## src/rtl/cacheline_arbiter_pkg.sv

```systemverilog
// Shared types for the cacheline arbiter: FSM states, transaction owner, pmem op.
package arbiter_types;

  typedef enum logic [2:0] {
    ST_IDLE,
    ST_BUSY_I,
    ST_BUSY_D,
    ST_RESP_I,
    ST_RESP_D
  } arb_state_t;

  typedef enum logic {
    OWNER_I,
    OWNER_D
  } arb_owner_t;

  typedef enum logic {
    OP_READ,
    OP_WRITE
  } pmem_op_t;

  // Busy state that serves the given owner.
  function automatic arb_state_t busy_state(arb_owner_t owner);
    return (owner == OWNER_D) ? ST_BUSY_D : ST_BUSY_I;
  endfunction

endpackage

```

## src/rtl/cacheline_arbiter_if.sv

```systemverilog
// Bundle of I-cache, D-cache and physical-memory signals around the arbiter.
// slave: arbiter view.  master: environment view (caches + pmem).
interface cacheline_arbiter_if #(
  parameter int unsigned LINE_W = 256,
  parameter int unsigned ADDR_W = 32
);
  logic              i_read;
  logic [ADDR_W-1:0] i_address;
  logic [LINE_W-1:0] i_rdata;
  logic              i_resp;

  logic              d_read;
  logic              d_write;
  logic [ADDR_W-1:0] d_address;
  logic [LINE_W-1:0] d_wdata;
  logic [LINE_W-1:0] d_rdata;
  logic              d_resp;

  logic              pmem_read;
  logic              pmem_write;
  logic [ADDR_W-1:0] pmem_address;
  logic [LINE_W-1:0] pmem_wdata;
  logic [LINE_W-1:0] pmem_rdata;
  logic              pmem_resp;

  modport slave (
    input  i_read, i_address,
    output i_rdata, i_resp,
    input  d_read, d_write, d_address, d_wdata,
    output d_rdata, d_resp,
    output pmem_read, pmem_write, pmem_address, pmem_wdata,
    input  pmem_rdata, pmem_resp
  );

  modport master (
    output i_read, i_address,
    input  i_rdata, i_resp,
    output d_read, d_write, d_address, d_wdata,
    input  d_rdata, d_resp,
    input  pmem_read, pmem_write, pmem_address, pmem_wdata,
    output pmem_rdata, pmem_resp
  );
endinterface

```

## src/rtl/cacheline_arbiter_grant_select.sv

```systemverilog
// Combinational grant policy for the cacheline arbiter.
// ARBITER_ROUND_ROBIN_EN: alternate on simultaneous requests using last_owner;
// otherwise D-cache has fixed priority and there is no last_owner input.
module arbiter_grant_select
  import arbiter_types::*;
(
  input  logic       i_req,
  input  logic       d_req,
`ifdef ARBITER_ROUND_ROBIN_EN
  input  arb_owner_t last_owner,
`endif
  output logic       grant_valid,
  output arb_owner_t grant_owner
);

  // Pick the winner; a lone requester always wins.
  always_comb begin
    grant_valid = i_req | d_req;
    grant_owner = OWNER_D;
    if (i_req && !d_req) begin
      grant_owner = OWNER_I;
    end
`ifdef ARBITER_ROUND_ROBIN_EN
    else if (i_req && d_req && last_owner == OWNER_D) begin
      grant_owner = OWNER_I;
    end
`endif
  end

endmodule

```

## src/rtl/cacheline_arbiter.sv

```systemverilog
// Shares one pmem port between I-cache and D-cache, one cacheline at a time.
// Optional ARBITER_ROUND_ROBIN_EN selects round-robin instead of D-over-I priority.
module cacheline_arbiter
  import arbiter_types::*;
#(
  parameter int unsigned LINE_W = 256,
  parameter int unsigned ADDR_W = 32
) (
  input logic                clk,
  input logic                rst,
  cacheline_arbiter_if.slave bus
);

  arb_state_t        state, state_next;
  pmem_op_t          op_q;
  logic [ADDR_W-1:0] addr_q;
  logic [LINE_W-1:0] wdata_q;
  logic [LINE_W-1:0] i_line_q;
  logic [LINE_W-1:0] d_line_q;

  logic       i_req, d_req;
  logic       grant_valid, grant;
  arb_owner_t grant_owner;

  assign i_req = bus.i_read;
  assign d_req = bus.d_read | bus.d_write;
  assign grant = (state == ST_IDLE) && grant_valid;

`ifdef ARBITER_ROUND_ROBIN_EN
  arb_owner_t last_owner;

  // Remember who was granted last; starts at I so D wins the first tie.
  always_ff @(posedge clk) begin
    if (rst) begin
      last_owner <= OWNER_I;
    end else if (grant) begin
      last_owner <= grant_owner;
    end
  end

  arbiter_grant_select u_grant (
    .i_req       (i_req),
    .d_req       (d_req),
    .last_owner  (last_owner),
    .grant_valid (grant_valid),
    .grant_owner (grant_owner)
  );
`else
  arbiter_grant_select u_grant (
    .i_req       (i_req),
    .d_req       (d_req),
    .grant_valid (grant_valid),
    .grant_owner (grant_owner)
  );
`endif

  // State register.
  always_ff @(posedge clk) begin
    if (rst) begin
      state <= ST_IDLE;
    end else begin
      state <= state_next;
    end
  end

  // Next state: grant in IDLE, wait for pmem_resp, one response cycle.
  always_comb begin
    state_next = state;
    unique case (state)
      ST_IDLE:   if (grant_valid) state_next = busy_state(grant_owner);
      ST_BUSY_I: if (bus.pmem_resp) state_next = ST_RESP_I;
      ST_BUSY_D: if (bus.pmem_resp) state_next = ST_RESP_D;
      ST_RESP_I,
      ST_RESP_D: state_next = ST_IDLE;
      default:   state_next = ST_IDLE;
    endcase
  end

  // Latch the granted request and capture returned lines per owner.
  always_ff @(posedge clk) begin
    if (rst) begin
      op_q     <= OP_READ;
      addr_q   <= '0;
      wdata_q  <= '0;
      i_line_q <= '0;
      d_line_q <= '0;
    end else begin
      if (grant) begin
        if (grant_owner == OWNER_D) begin
          addr_q  <= bus.d_address;
          wdata_q <= bus.d_wdata;
          op_q    <= bus.d_write ? OP_WRITE : OP_READ;
        end else begin
          addr_q  <= bus.i_address;
          op_q    <= OP_READ;
        end
      end
      if (state == ST_BUSY_I && bus.pmem_resp) i_line_q <= bus.pmem_rdata;
      if (state == ST_BUSY_D && bus.pmem_resp) d_line_q <= bus.pmem_rdata;
    end
  end

  logic busy;
  assign busy = (state == ST_BUSY_I) || (state == ST_BUSY_D);

  assign bus.pmem_read    = busy && (op_q == OP_READ);
  assign bus.pmem_write   = busy && (op_q == OP_WRITE);
  assign bus.pmem_address = addr_q;
  assign bus.pmem_wdata   = wdata_q;
  assign bus.i_rdata      = i_line_q;
  assign bus.d_rdata      = d_line_q;
  assign bus.i_resp       = (state == ST_RESP_I);
  assign bus.d_resp       = (state == ST_RESP_D);

  // A D-cache read and write together is illegal; the write would win.
  a_no_d_read_write: assert property (@(posedge clk) disable iff (rst)
    !(bus.d_read && bus.d_write))
    else $error("d_read and d_write asserted together");

endmodule
```

## src/flat_wrapper.sv

```systemverilog
// flat-port wrapper written by rule: the top's interface ports become plain ports
module cacheline_arbiter_flat import arbiter_types::*;
#(
  parameter int unsigned LINE_W = 256,
  parameter int unsigned ADDR_W = 32
)
  (clk, rst, bus_i_read, bus_i_address, bus_i_rdata, bus_i_resp, bus_d_read, bus_d_write, bus_d_address, bus_d_wdata, bus_d_rdata, bus_d_resp, bus_pmem_read, bus_pmem_write, bus_pmem_address, bus_pmem_wdata, bus_pmem_rdata, bus_pmem_resp);
  cacheline_arbiter_if #(.LINE_W(LINE_W), .ADDR_W(ADDR_W)) bus_i ();
  input logic clk;
  input logic rst;
  input wire logic [$bits(bus_i.i_read)-1:0] bus_i_read;
  input wire logic [$bits(bus_i.i_address)-1:0] bus_i_address;
  output wire logic [$bits(bus_i.i_rdata)-1:0] bus_i_rdata;
  output wire logic [$bits(bus_i.i_resp)-1:0] bus_i_resp;
  input wire logic [$bits(bus_i.d_read)-1:0] bus_d_read;
  input wire logic [$bits(bus_i.d_write)-1:0] bus_d_write;
  input wire logic [$bits(bus_i.d_address)-1:0] bus_d_address;
  input wire logic [$bits(bus_i.d_wdata)-1:0] bus_d_wdata;
  output wire logic [$bits(bus_i.d_rdata)-1:0] bus_d_rdata;
  output wire logic [$bits(bus_i.d_resp)-1:0] bus_d_resp;
  output wire logic [$bits(bus_i.pmem_read)-1:0] bus_pmem_read;
  output wire logic [$bits(bus_i.pmem_write)-1:0] bus_pmem_write;
  output wire logic [$bits(bus_i.pmem_address)-1:0] bus_pmem_address;
  output wire logic [$bits(bus_i.pmem_wdata)-1:0] bus_pmem_wdata;
  input wire logic [$bits(bus_i.pmem_rdata)-1:0] bus_pmem_rdata;
  input wire logic [$bits(bus_i.pmem_resp)-1:0] bus_pmem_resp;
  assign bus_i.i_read = bus_i_read;
  assign bus_i.i_address = bus_i_address;
  assign bus_i_rdata = bus_i.i_rdata;
  assign bus_i_resp = bus_i.i_resp;
  assign bus_i.d_read = bus_d_read;
  assign bus_i.d_write = bus_d_write;
  assign bus_i.d_address = bus_d_address;
  assign bus_i.d_wdata = bus_d_wdata;
  assign bus_d_rdata = bus_i.d_rdata;
  assign bus_d_resp = bus_i.d_resp;
  assign bus_pmem_read = bus_i.pmem_read;
  assign bus_pmem_write = bus_i.pmem_write;
  assign bus_pmem_address = bus_i.pmem_address;
  assign bus_pmem_wdata = bus_i.pmem_wdata;
  assign bus_i.pmem_rdata = bus_pmem_rdata;
  assign bus_i.pmem_resp = bus_pmem_resp;
  cacheline_arbiter #(.LINE_W(LINE_W), .ADDR_W(ADDR_W)) u_core (.clk(clk), .rst(rst), .bus(bus_i));
endmodule
```

## config.mk

```make
export PLATFORM = sky130hd
export DESIGN_NAME = cacheline_arbiter_flat
export DESIGN_NICKNAME = d
export VERILOG_FILES = /design/src/rtl/cacheline_arbiter_pkg.sv /design/src/rtl/cacheline_arbiter_if.sv /design/src/rtl/cacheline_arbiter_grant_select.sv /design/src/rtl/cacheline_arbiter.sv /design/src/flat_wrapper.sv
export SDC_FILE = /design/constraint.sdc
export NUM_CORES = 2
export LEC_CHECK = 0
export ABC_AREA = 1
export BUFFER_PORTS_ARGS = -buffer_cell sky130_fd_sc_hd__buf_4
export CAP_MARGIN = 10
export CORE_AREA = 3 3 544 546
export DETAILED_ROUTE_END_ITERATION = 12
export DIE_AREA = 0 0 547 549
export SYNTH_ARGS = -nofsm -noshare
export SYNTH_HDL_FRONTEND = slang
export SYNTH_HIERARCHICAL = 1
export SYNTH_SLANG_ARGS = --single-unit
```

## constraint.sdc

```tcl
create_clock -name clk -period 1.6 [get_ports clk]
set_input_delay 0.24 -clock clk [delete_from_list [all_inputs] [get_ports clk]]
set_output_delay 0.24 -clock clk [all_outputs]
set_load 0.005 [all_outputs]
```

==> impl_metrics.toml <==
[power_and_ir_drop]
p_total_mw = 74.32
leakage_nw = 25.29
power.density_nw_per_um2 = 1251
ir_worst_vdd_uv = 862.5

[timing]
worst_pin_slew_ns = 0.8986
setup_viol = 489
fmax_mhz = 487.7
finalWorstSetupSlack_ns = -0.4506
rsz0062_at_grt = "true"
period_needed_ns = 2.051
fin_crit_sh_pct = 128.2
clock_skew_ns = 0.05585
slew_headroom_pct = 40.09
hold_viol = 0
slew_viol_final = 0

[detailed_routing]
viasPerCell = 3.607
first_pass_iters = 6
dr_wl_met3_um = 24280
highest_layer = "met5"
dr_total_vias = 35110
drc = 0
wirelength_um = 234600
post_drt_wl_per_cell_um = 24.09
drt_iter0_markers = 2830
drt-met1-wl_um = 89290
wl_met2_um = 108800
ant_nets = 0

[finish]
fin_cells = 9735
drive_above_1_share_pct = 42.28
multi_input_area_um2 = 12690
final-seq-area_um2 = 16340
num-nets-final = 6288
fillers = 31878
area_growth_pct = 106.6

[clocking]
clk-insertion-delay-late_ns = 0.83
cts_tree = "done"
root_buffer = "clkbuf_16"
cts_max_level = 3
cts_sinks = 804
clk_pin_slew_worst_paths_ns = 0.07
ctsLongestPathBuffers = 4
cts_buffers = 98

[global_route]
grt_use_total_pct = 14.55
antenna_found_initial = 191
grt_overflow = 0
grt_pass1_vias = 33484
grt_max_degree = 98
grt_pass1_wl_um = 301300

[setup_path]
path_buf_inv = 8
cp.arrival_ns = 2.72
critPathMaxFanout = 7
cpMostUsedCell = "buf_6"
worstPathCellList = "clkinv_4 -> buf_6 -> buf_6 -> nand3_4 -> nor2_4 -> buf_12 -> nand2_8 -> buf_6 -> buf_12 -> buf_16 -> buf_16 -> nand2_2 -> a21oi_2"
slowest_stage = "dfxtp_4"
slowest_delay_ns = 0.37
cp-start-kind = "flop"
path_class = "flop to flop"
path_delay_family = "buffers and inverters"
worst_setup_path_end_kind = "flop"
required_ns = 2.27

[floorplan]
dieWidth_um = 547
fp.coreArea_um2 = 291100
initial_core_util_pct = 9.881
rows = 198
fp.dieH_um = 549
die_area_um2 = 300300
io_pins = 1386

[synth]
syn-cell-area_um2 = 28760
synthesis.nets = 4227
ys_seq_elements = 804
yosysTopAreaCell = "dfxtp_1"
syn-mean-instance-area_um2 = 7.891
synth_top_area_share_pct = 55.96
synth_cell_types = 22
yosysSeqAreaShare_pct = 55.96
yosysWarnings = 6
synth_cells = 3645
synth_area_leaders = "dfxtp_1, o21ai_0, a21oi_1"

[place]
dp_hpwl_um = 184200
placed_cells = 8817
numPortBuffers = 1385
globalplace.congestion = 0.9418

[run_status]
violations = "negative setup slack"
status = "finished with violations"

[min_path]
hp-class = "primary input to flop"

[job]
cap_violations = 0
==> worst paths after layout <==
| path | to | slack [ns] | cells after the start | startpoint |
|---|---|---|---|---|
| worst max register to register | u_core/bus.pmem_wdata[134] | -0.45 | 13 | u_core/state[2] |
| worst min-delay path | u_core/state[1] | 0.14 | 7 | bus_i_read |
| worst max-delay path | u_core/bus.pmem_wdata[134] | -0.45 | 13 | u_core/state[2] |
| worst min register to register | u_core/bus.i_rdata[255] | 0.44 | 2 | u_core/bus.i_rdata[255] |
==> cell usage in the layout, fill, tap and decap left out, types with 2 or more instances in the layout <==
master / netlist / final
inv_8: 0 / 2
clkbuf_1: 169 / 13
nor2_2: 0 / 6
a21oi_2: 0 / 168
clkinv_2: 0 / 22
o21ai_1: 6 / 7
clkinvlp_4: 0 / 4
clkbuf_16: 0 / 113
buf_8: 0 / 33
nand2_2: 0 / 43
buf_12: 1 / 78
dfxtp_4: 0 / 23
bufinv_16: 0 / 5
clkbuf_8: 0 / 19
diode_2: 0 / 57
clkinv_8: 0 / 2
nor2_4: 2 / 14
inv_2: 4 / 2
nand3_1: 259 / 171
dfxtp_1: 804 / 655
o211ai_1: 2 / 2
a21oi_1: 514 / 346
buf_6: 20 / 166
nor2_1: 582 / 564
dfxtp_2: 0 / 126
inv_1: 265 / 263
inv_6: 0 / 4
buf_16: 0 / 32
clkinv_4: 0 / 5
nand2_4: 0 / 121
nand3_4: 0 / 31
o21ai_0: 539 / 537
nand2_1: 361 / 196
buf_4: 9 / 1357
nand3_2: 3 / 60
dlygate4sd3_1: 0 / 580
==> final cells by class <==
cell class,count,share of cell area (%)
Multi-Input combinational cell,2272,21.35
Clock inverter,41,0.6611
Clock buffer,131,4.691
Timing Repair Buffer,2260,35.59
Inverter,270,1.764
Antenna cell,57,0.2400
Sequential cell,804,27.49
Tap cell,3900,8.211
==> repair_timing <==
item / in CTS / in global routing
setup endpoints to repair: 762 / 551
setup buffers: 49 / 32
hold endpoints to repair: 804 / 0
hold buffers: 580 / 0
gates cloned: 39 / 17
pin swaps: 44 / 78
resized for setup: 500 / 620
==> sequential cells by signal, indices dropped and copies added (netlist names) <==
register and count:
u_core/bus.pmem_wdata 256, u_core/state 3, u_core/bus.d_rdata 256, u_core/op_q 1, u_core/bus.pmem_address 32, u_core/bus.i_rdata 256
==> cells by family after synthesis <==
family                 after synthesis  synth area share [%]
AND/OR/NAND/NOR                   1211                 17.07
AO/OA/AOI/OAI                     1061                 18.48
flip-flops                         804                 55.96
buffers and inverters              569                 8.487
==> tightest hold or removal path: stages <==
cell      delay (ns)
buf_4           0.09
buf_4           0.11
nand2_4         0.10
o211ai_1        0.19
nand3_1         0.08
nand2_1         0.06
nor2_1          0.03
==> stage by stage <==
| step | cell area, um^2 | utilization, % | setup TNS (ns) | setup WS (ns) | hold WS, ns |
|---|---|---|---|---|---|
| after floorplan | 28760 | - | 0 | 0.1416 | 0.3749 |
| after global placement | 44730 | 15.37 | -64.50 | -0.2794 | 0.4295 |
| after detailed placement | 44730 | 15.37 | -72.41 | -0.2916 | 0.4332 |
| after CTS | 56760 | 19.50 | -81.45 | -0.5169 | 0.01656 |
| after global routing | 59360 | 20.39 | -124.57 | -0.4777 | 0.1620 |
| final | 59430 | 20.42 | -80.92 | -0.4506 | 0.1398 |
==> routing by layer <==
metal	up-vias	track usage, %
met2	1831	24.45
li1	16096	-
met3	599	5.866
met5	-	0
met1	16446	16.42
met4	138	5.561
==> report_power, final <==
group | switching, mW | internal, mW | total [mW]
Clock | 9.59 | 13.0 | 22.6
Sequential | 2.14 | 23.0 | 25.2
Combinational | 13.5 | 13.1 | 26.5
==> synthesized netlist by cell type (all sizes together) <==
library cell  instances
a21oi               514
buf                 130
clkbuf              169
clkinv                1
dfxtp               804
inv                 269
nand2               361
nand3               262
nand4                 1
nor2                584
nor3                  2
o211ai                2
o21ai               545
or2                   1
(Power assumes the default switching activity.)
